$ cat config.mk
export PLATFORM = sky130hd
export DESIGN_NAME = edabk_receiver
export DESIGN_NICKNAME = d
export VERILOG_FILES = /design/src/rtl/edabk_receiver.sv
export SDC_FILE = /design/constraint.sdc
export NUM_CORES = 1
export LEC_CHECK = 0
export BUFFER_PORTS_ARGS = -buffer_cell sky130_fd_sc_hd__buf_2
export CAP_MARGIN = 25
export CORE_ASPECT_RATIO = 1.25
export CORE_MARGIN = 2
export CORE_UTILIZATION = 60
export DETAILED_ROUTE_END_ITERATION = 8
export GPL_TIMING_DRIVEN = 0
export PLACE_DENSITY = 0.81
export SKIP_LAST_GASP = 1
export SLEW_MARGIN = 0
export SYNTH_ARGS = -nofsm -noshare
export SYNTH_HDL_FRONTEND = slang
export SYNTH_SLANG_ARGS = --single-unit
export TNS_END_PERCENT = 50
$ cat constraint.sdc
create_clock -name bclk -period 3.6 [get_ports bclk]
set_input_delay 0.9 -clock bclk [delete_from_list [all_inputs] [get_ports bclk]]
set_output_delay 0.9 -clock bclk [all_outputs]
set_load 0.02 [all_outputs]
$ cat src/rtl/edabk_receiver.sv
// ---------------------------------------------------------------------------
// edabk_receiver
//
// Oversampling asynchronous serial receiver. A frame is a low start bit,
// DATA_WIDTH data bits sent LSB first, an optional odd-parity bit and one
// high stop bit. Every bit lasts CLK_DIV periods of bclk. The start bit is
// re-checked at its midpoint. Each later bit is sampled one full bit period
// after the previous sample, which keeps every sample near the bit centre.
//
// Parameters
//   CLK_DIV      bclk periods per serial bit
//   DATA_WIDTH   data bits per frame (2 or more)
//   COUNT_WIDTH  width of the sample counter
//
// Ports
//   bclk        in   baud clock, the only clock
//   reset       in   synchronous, active-high reset
//   rx_in       in   serial line, idle high
//   parity      in   1 = frame carries an odd-parity bit (latched at start)
//   rx_data     out  last received data word
//   rx_valid    out  one-cycle pulse when a frame completes
//   parity_err  out  parity check result of the last frame
//   frame_err   out  stop-bit error of the last frame
//   busy        out  high whenever the receiver is not idle
// ---------------------------------------------------------------------------
`ifndef CFG_CLK_DIV
`define CFG_CLK_DIV 16
`endif
`ifndef CFG_DATA_WIDTH
`define CFG_DATA_WIDTH 8
`endif

module edabk_receiver #(
    parameter int CLK_DIV     = `CFG_CLK_DIV,
    parameter int DATA_WIDTH  = `CFG_DATA_WIDTH,
    parameter int COUNT_WIDTH = $clog2(CLK_DIV)
) (
    input  logic                  bclk,
    input  logic                  reset,
    input  logic                  rx_in,
    input  logic                  parity,
    output logic [DATA_WIDTH-1:0] rx_data,
    output logic                  rx_valid,
    output logic                  parity_err,
    output logic                  frame_err,
    output logic                  busy
);

    localparam int HALF      = CLK_DIV / 2;
    localparam int IDX_WIDTH = $clog2(DATA_WIDTH + 1);

    localparam logic [COUNT_WIDTH-1:0] CNT_HALF_LAST = COUNT_WIDTH'(HALF - 1);
    localparam logic [COUNT_WIDTH-1:0] CNT_BIT_LAST  = COUNT_WIDTH'(CLK_DIV - 1);
    localparam logic [IDX_WIDTH-1:0]   IDX_LAST      = IDX_WIDTH'(DATA_WIDTH - 1);

    typedef enum logic [2:0] {
        ST_IDLE      = 3'd0,
        ST_START     = 3'd1,
        ST_DATA      = 3'd2,
        ST_PAR       = 3'd3,
        ST_STOP      = 3'd4,
        ST_WAIT_HIGH = 3'd5
    } state_t;

    state_t                  r_state;
    logic                    r_sync1;
    logic                    r_sync2;
    logic [COUNT_WIDTH-1:0]  r_cnt;
    logic [IDX_WIDTH-1:0]    r_idx;
    logic [DATA_WIDTH-1:0]   r_shift;
    logic                    r_pbit;
    logic                    r_p_lat;
    logic [DATA_WIDTH-1:0]   r_rx_data;
    logic                    r_rx_valid;
    logic                    r_parity_err;
    logic                    r_frame_err;
    logic                    r_busy;

    // Synchronised copy of the serial line.
    logic w_s;
    // Marks the bclk on which a DATA/PAR/STOP bit is sampled.
    logic w_bit_tick;

    assign w_s        = r_sync2;
    assign w_bit_tick = (r_cnt == CNT_BIT_LAST);

    always_ff @(posedge bclk) begin
        if (reset) begin
            r_state      <= ST_IDLE;
            r_sync1      <= 1'b1;
            r_sync2      <= 1'b1;
            r_cnt        <= '0;
            r_idx        <= '0;
            r_shift      <= '0;
            r_pbit       <= 1'b0;
            r_p_lat      <= 1'b0;
            r_rx_data    <= '0;
            r_rx_valid   <= 1'b0;
            r_parity_err <= 1'b0;
            r_frame_err  <= 1'b0;
            r_busy       <= 1'b0;
        end else begin
            r_sync1    <= rx_in;
            r_sync2    <= r_sync1;
            r_rx_valid <= 1'b0;

            case (r_state)
                ST_IDLE: begin
                    if (!w_s) begin
                        // The parity mode is frozen here for the whole frame.
                        r_state <= ST_START;
                        r_cnt   <= '0;
                        r_p_lat <= parity;
                        r_busy  <= 1'b1;
                    end
                end

                ST_START: begin
                    if (r_cnt == CNT_HALF_LAST) begin
                        r_cnt <= '0;
                        if (!w_s) begin
                            r_state <= ST_DATA;
                            r_idx   <= '0;
                        end else begin
                            // The line went high again before mid-bit, so the
                            // low level was a glitch. Drop it silently.
                            r_state <= ST_IDLE;
                            r_busy  <= 1'b0;
                        end
                    end else begin
                        r_cnt <= r_cnt + 1'b1;
                    end
                end

                ST_DATA: begin
                    if (w_bit_tick) begin
                        r_cnt   <= '0;
                        // LSB arrives first, so shift right and fill from the MSB.
                        r_shift <= {w_s, r_shift[DATA_WIDTH-1:1]};
                        r_idx   <= r_idx + 1'b1;
                        if (r_idx == IDX_LAST) begin
                            r_state <= r_p_lat ? ST_PAR : ST_STOP;
                        end
                    end else begin
                        r_cnt <= r_cnt + 1'b1;
                    end
                end

                ST_PAR: begin
                    if (w_bit_tick) begin
                        r_cnt   <= '0;
                        r_pbit  <= w_s;
                        r_state <= ST_STOP;
                    end else begin
                        r_cnt <= r_cnt + 1'b1;
                    end
                end

                ST_STOP: begin
                    if (w_bit_tick) begin
                        r_cnt        <= '0;
                        r_rx_data    <= r_shift;
                        r_frame_err  <= ~w_s;
                        // Odd parity: data XOR parity bit must be 1.
                        r_parity_err <= r_p_lat & ~(^r_shift ^ r_pbit);
                        r_rx_valid   <= 1'b1;
                        if (w_s) begin
                            r_state <= ST_IDLE;
                            r_busy  <= 1'b0;
                        end else begin
                            // A low stop bit could be a break. Do not treat
                            // that low level as a new start bit.
                            r_state <= ST_WAIT_HIGH;
                        end
                    end else begin
                        r_cnt <= r_cnt + 1'b1;
                    end
                end

                ST_WAIT_HIGH: begin
                    if (w_s) begin
                        r_state <= ST_IDLE;
                        r_busy  <= 1'b0;
                    end
                end

                default: begin
                    r_state <= ST_IDLE;
                    r_cnt   <= '0;
                    r_busy  <= 1'b0;
                end
            endcase
        end
    end

    assign rx_data    = r_rx_data;
    assign rx_valid   = r_rx_valid;
    assign parity_err = r_parity_err;
    assign frame_err  = r_frame_err;
    assign busy       = r_busy;

endmodule

# --- Word-level counts from Yosys, hierarchy flattened ---
# Cells that the tools add are included.
op_classes:
  n_eq_ne: 16
  reduce_logical: 14
  n_bitwise: 7
  mux: 24
  addsub: 2
ops:
  columns: ["operator", "count"]
  rows:
  - ["3-bit two-way mux", 9]
  - ["4-bit two-way mux", 5]
  - ["3-bit case mux with 6 select lines", 1]
  - ["2-bit inequality test, second input constant", 8]
  - ["4-bit case mux with 4 select lines", 1]
  - ["2-bit AND reduction", 5]
  - ["4-bit by 1-bit adder with 4-bit output, second input constant", 2]
  - ["4-bit by 3-bit == test with 1-bit output, second input constant", 2]
  - ["4-bit case mux with 2 select lines", 1]
  - ["4-bit AND reduction", 2]
  - ["8-bit XOR reduction", 1]
  - ["7-bit AND reduction", 1]
  - ["3-bit by 2-bit == test with 1-bit output, second input constant", 2]
  - ["3-bit == test, second input constant", 2]
  - ["1-bit two-way mux", 5]
  - ["1-bit NOT", 5]
  - ["1-bit case mux with 5 select lines", 1]
  - ["4-bit == test, second input constant", 1]
  - ["2-bit OR reduction", 2]
  - ["3-bit by 1-bit == test with 1-bit output, second input constant", 1]
  - ["3-bit logical NOT", 1]
  - ["3-bit OR reduction", 1]
  - ["2-bit two-way mux", 1]
  - ["2-bit nonzero test", 1]
  - ["2 further kinds", 2]
word_totals:
  reg_bits: 35
  word_cells: 76
  inputBits: 4

# --- Logic depth before layout (Yosys ltp) ---
# Gate-level depths: netlist (run 1).
logic_depth:
  ltp_word: 4
  depth_mapped: 7
  mapped_depth_nobuf: 6

# --- Worst setup path before layout (run 1) ---
# OpenSTA, ideal clock, no wires.
synth_path:
  path_kind: "input-to-reg"
  start: "in reset"
  end: "reg r_shift[1]"
  path_buffers: 2
  setup_time_ns: 0.129
  slack_ns: 1.985
  t_arrival_ns: 1.486
  cell_stages: 3
  required_time_ns: 3.471
  path_cell_list: "clkbuf_1 clkbuf_1 nor2_1"
synth_rtl:
  columns: ["item", "line", "text"]
  rows:
  - ["start: declaration", "39", "input logic reset,"]
  - ["end signal: assignment", "139", "r_shift <= {w_s, r_shift[DATA_WIDTH-1:1]};"]
  - ["end: declaration", "70", "logic [DATA_WIDTH-1:0] r_shift;"]
# No word-level cell between the ends.

# --- Worst setup path after layout (run 1) ---
layout_path:
  start: "reg r_busy, in the netlist busy"
  end: "out busy"
layout_rtl:
  columns: ["item", "line", "text"]
  rows:
  - ["start: declaration", "77", "logic r_busy;"]
  - ["start signal: assignment", "101", "r_busy <= 1'b0;"]
  - ["start signal: assignment", "114", "r_busy <= 1'b1;"]
  - ["start signal: assignment", "128", "r_busy <= 1'b0;"]
  - ["end: declaration", "46", "output logic busy"]
# No word-level cell between the ends.

==> impl_metrics.tcl, run 1 <==
set metrics [dict create \
    gr-total-overflow 0 \
    hold_path_class "reg2reg" \
    cts_setup_buffers 0 \
    clock.fmax_ghz 0.5644 \
    p_seq_share_pct 54.3 \
    arrival_ns 0.87 \
    core_area_um2 2654 \
    power_switching_uw 158.9 \
    ctsHtreeMaxLevel 2 \
    cp_cell_sequence "buf_2" \
    end_kind "output pin" \
    finClkSkew_ns 0.007277 \
    path_class "reg2out" \
    wire_per_inst_um 14.44 \
    fill_cells 214 \
    row_count 21 \
    syn_nets 188 \
    slew_headroom_pct 63.05 \
    use_met2_pct 42.60 \
    slowest_delay_ns 0.36 \
    yosys_warnings 0 \
    async_reset_ff_share_pct 0 \
    drive_gt1_share_pct 17.65 \
    drt-initial-drc-count 58 \
    antenna_found_initial 0 \
    rsz0062_at_grt "false" \
    antenna_left 0 \
    drc 0 \
    cp.required_ns 2.70 \
    worstMarginPinSlew_ns 0.5543 \
    initial_core_util_pct 62.09 \
    seq_area_frac_synth_pct 42.52 \
    synth_seq_cells 35 \
    met3_usage_pct 6.699 \
    io_pins 16 \
    cts_resized 0 \
    cts.sinks 35 \
    die_h_um 62.59 \
    syn_inst 182 \
    multi_input_area_um2 875.8 \
    hold_viol 0 \
    path_buf_inv 1 \
    grt.total_usage_pct 24.69 \
    clk_latency_ns 0.34 \
    slowest_stage "dfxtp_1" \
    power.density_nw_per_um2 394.2 \
    grt_most_used_layer "met2" \
    grt_max_degree 12 \
    ys_top_cells_by_area "dfxtp_1 (43%), mux2i_1 (11%), nor2_1 (7.3%)" \
    dp_cells 230 \
    place_hpwl_um 2580 \
    area.growth.synth_to_final_pct 12.07 \
    slew_viol_final 0 \
    gp_congestion 0.9226 \
    port_buffers 14 \
    yosysUniqueCellTypes 43 \
    clockPowerShare_pct 40.0 \
    wirelength_um 3437 \
    cts-root-buf "clkbuf_4" \
    num_vias 1350 \
    post-route-cell-area_um2 1847 \
    register_area_um2 700.7 \
    instances_no_fill 238 \
    dieArea_um2 3184 \
    synth_top_area_share_pct 42.52 \
    syn_area_per_cell_um2 9.054 \
    p_int_uw 569.0 \
    cp_max_fo 3 \
    die-width_um 50.88 \
    layout_min_cycle_time_ns 1.772 \
    diodes 0 \
    setup_violations 0 \
    fin_nets 209 \
    p_sw_share_pct 21.83 \
    holdWs_ns 0.4187 \
    outcome "completed" \
    yosysMostFrequentCell "dfxtp_1" \
    grt_pass1_vias 1400 \
    clock_path_buffers 2 \
    p_comb_share_pct 5.7 \
    irDropWorstVdd_v 0.0003867 \
    p_leak_uw 0.0007857 \
    synth_ff_type "dfxtp_1" \
    finalPower_uw 727.9 \
    critPathLaunchType "register" \
    firstDrtPassIters 4 \
    placed_area_um2 1760 \
    drv_cap 0 \
    yosys-top-cells-count "dfxtp_1 (35), nor2_1 (32), mux2i_1 (18)" \
    grtUsageMet1_pct 27.12 \
    grt_pass1_wl_um 6003 \
    synth_edf_count 0 \
    syn-cell-area_um2 1648 \
    clk_pin_slew_worst_paths_ns 0.10 \
    tritoncts "built" \
    numCtsBuffers 5 \
    post_drt_via_cell_ratio 5.672 \
    critical_path.top_delay_family "flip-flops" \
    synth_top_cell_by_area "dfxtp_1" \
    setup_tns_ns 0 \
    fin_crit_sh_pct 49.22 \
    postCtsHoldBufs 0 \
]
state kept, by name, summed over array words and instances (netlist names):
name        flops
parity_err      1
r_cnt           4
frame_err       1
rx_data         8
r_p_lat         1
rx_valid        1
r_sync2         1
r_idx           4
busy            1
r_sync1         1
r_pbit          1
r_state         3
r_shift         8
power groups by stage:
stage               Combinational [uW]  Clock (uW)  Sequential [uW]
finish                            41.8         291              395
global route                      46.3         311              396
CTS                               41.8         296              395
detailed placement                41.5           0              404
global placement                  39.8           0              404
floorplan                         29.3           0              404
metrics by stage:
stage	setup WS, ns	utilization [%]
finish	1.828	69.59
global route	1.735	69.59
CTS	1.810	69.59
detailed placement	1.680	66.34
global placement	1.699	66.34
floorplan	1.985	-
worst register-to-register path, cell delays in order (launching register included):
cell     delay [ns]
dfxtp_1        0.35
ha_1           0.28
and3_1         0.23
nand3_1        0.20
buf_2          0.31
mux2i_1        0.22
nor2_1         0.06
layer usage:
metal	share of wire, %	wire, um
met5	0	0
met4	2.2	74
met1	40	1370
met2	52	1786
met3	6.0	205
cell type report:
cell class | count | share of cell area (%)
Clock inverter | 2 | 1.897
Timing Repair Buffer | 14 | 3.794
Multi-Input combinational cell | 132 | 47.43
Tap cell | 34 | 2.304
Inverter | 5 | 1.016
Clock buffer | 6 | 2.778
Sequential cell | 35 | 37.94
Buffer | 10 | 2.846
path summary, 6_finish.rpt:
check	startpoint	end	slack (ns)	cells past startpoint
worst max-delay path	busy	busy	1.83	1
worst min-delay path	r_sync1	r_sync2	0.42	1
worst max register to register	r_cnt[0]	rx_data[7]	1.85	6
worst min register to register	r_sync1	r_sync2	0.42	1
cell families after synthesis:
| group | synth area share, % |
|---|---|
| compound gates | 13.97 |
| xor+xnor | 7.138 |
| fa+ha+maj | 1.518 |
| buf+inv | 4.328 |
| flops | 42.52 |
| mux | 10.93 |
| simple gates | 19.59 |
cell usage in the layout (no fill, tap or decap), types with 5 or more instances in the layout:
cell type and n:
nand3_1 5, clkbuf_1 5, buf_2 17, xnor2_1 6
mux2i_1 18, o21ai_0 7, clkbuf_4 5, nand2_1 9
nor3_1 5, dfxtp_1 35, a21oi_1 10, nor2_1 32
No activity file was read; power rests on OpenSTA's default activity.
==> inputs of run 2 (changes only) <==
Settings changed: CORE_UTILIZATION 60 to 57, PLACE_DENSITY 0.81 to 0.77.
Clock period 3.6 ns to 1.8 ns, I/O delays scaled along.
==> impl_metrics.tcl, run 2 (synthesis gave the netlist of run 1 again) <==
set metrics [dict create \
    reg2reg_depth 6 \
    die-width_um 52.09 \
    p_comb_share_pct 6.4 \
    p_int_uw 960.0 \
    clock.fmax_ghz 0.5751 \
    dieArea_um2 3340 \
    tritoncts "built" \
    drive_gt1_share_pct 20.98 \
    hold_path_class "in2reg" \
    core_area_um2 2706 \
    regToRegStartpoint "r_state[1]" \
    ctsHtreeMaxLevel 2 \
    post_drt_via_cell_ratio 5.787 \
    critical_path.top_delay_family "simple AND/OR/NAND/NOR gates" \
    grt.total_usage_pct 23.71 \
    fin_crit_sh_pct 96.60 \
    num_vias 1383 \
    clockPowerShare_pct 33.0 \
    cts.sinks 35 \
    power_switching_uw 345.4 \
    arrival_ns 2.03 \
    instances_no_fill 239 \
    antenna_left 0 \
    cp_max_fo 10 \
    p_leak_uw 0.0007711 \
    post-route-cell-area_um2 1853 \
    ff2ff_setup_slack_ns 0.06 \
    clk_pin_slew_worst_paths_ns 0.11 \
    drt-initial-drc-count 25 \
    p_sw_share_pct 26.46 \
    initial_core_util_pct 60.89 \
    layout_min_cycle_time_ns 1.739 \
    die_h_um 64.12 \
    layout_commonest_cell "dfxtp_1" \
    final_cell_mix "dfxtp_1 (35), nor2_1 (30), mux2i_1 (18)" \
    cts-root-buf "clkbuf_4" \
    rsz0062_at_grt "true" \
    slowest_delay_ns 0.38 \
    setup_ws_ns 0.06129 \
    io_pins 16 \
    wirelength_um 3379 \
    finClkSkew_ns 0.005204 \
    dp_slack_ns 0.08433 \
    hold_viol 0 \
    slew_viol_final 0 \
    multi_input_area_um2 894.6 \
    row_count 21 \
    setup_violations 0 \
    register_area_um2 700.7 \
    postCtsHoldBufs 0 \
    placed_area_um2 1760 \
    min_from "rx_in" \
    post-route-util_pct 68.47 \
    hold_end "r_sync1" \
    dp_cells 230 \
    critPathLaunchType "register" \
    slowest_stage "or3b_4" \
    worstHoldPathCells 2 \
    finalPower_uw 1305 \
    clock_path_buffers 2 \
    drv_cap 0 \
    slew_headroom_pct 62.62 \
    gp_congestion 0.9583 \
    grt_pass1_vias 1345 \
    irDropWorstVdd_v 0.0005908 \
    antenna_found_initial 0 \
    drc 0 \
    wire_per_inst_um 14.14 \
    firstDrtPassIters 4 \
    end_kind "register" \
    power.density_nw_per_um2 704.4 \
    grt_max_degree 13 \
    fill_cells 210 \
    port_buffers 14 \
    path_buf_inv 1 \
    place_hpwl_um 2453 \
    worstMarginPinSlew_ns 0.5607 \
    p_seq_share_pct 60.6 \
    diodes 0 \
    cp.required_ns 2.09 \
    fin_nets 210 \
    cp_cell_sequence "buf_4, or3b_4, o21ai_1, nand4_1, nand4b_1, a21oi_2" \
    numCtsBuffers 5 \
    path_class "reg2reg" \
    worstReg2RegEnd "r_idx[1]" \
    area.growth.synth_to_final_pct 12.45 \
    grt_pass1_wl_um 5899 \
    clk_latency_ns 0.35 \
    outcome "completed" \
    gr-total-overflow 0 \
]
## run 2: power by group through the flow
stage	Sequential (uW)	Clock [uW]	Combinational (uW)
floorplan	809	0	58.7
global placement	808	0	79.5
detailed placement	808	0	81.8
CTS	791	449	82.2
global route	793	472	92.0
finish	791	430	84.2
## run 2: final cells by class
type | instances | area share [%]
clock inverter | 3 | 1.080
sequential | 35 | 37.81
timing repair buffer | 15 | 4.186
multi-input combinational | 132 | 48.28
buffer | 10 | 3.309
clock buffer | 5 | 2.026
inverter | 5 | 1.013
tap | 34 | 2.296
## run 2: how the worst max path moves through the flow
stage,start,endpoint,cells after the start
global placement,r_state[1],r_idx[1],6
CTS,r_state[1],r_idx[3],6
detailed placement,r_state[1],r_idx[3],6
global route,r_state[1],r_idx[1],6
floorplan,r_cnt[3],r_state[2],6
finish,r_state[1],r_idx[1],6
## run 2: worst register-to-register path, cell delays in order (launching register included)
cell,delay [ns]
dfxtp_1,0.35
buf_4,0.17
or3b_4,0.38
o21ai_1,0.13
nand4_1,0.23
nand4b_1,0.28
a21oi_2,0.14
## run 2: timing repair
action / in CTS / in global routing
hold endpoints to repair: 0 / 0
setup endpoints to repair: 0 / 20
gates resized for setup: 0 / 10
buffers inserted: 0 / 1
## run 2: metrics by stage
step / hold WS (ns) / TNS, ns
CTS: 0.2596 / 0
finish: 0.2780 / 0
floorplan: 0.3895 / 0
detailed placement: 0.3927 / 0
global placement: 0.3938 / 0
global route: 0.2969 / -0.07612
## run 2: layer usage
layer / part of all wire, % / track usage [%]
met2: 52 / 39.72
met1: 42 / 27.23
met5: 0 / 0
met4: 2.6 / 11.51
met3: 3.6 / 6.308
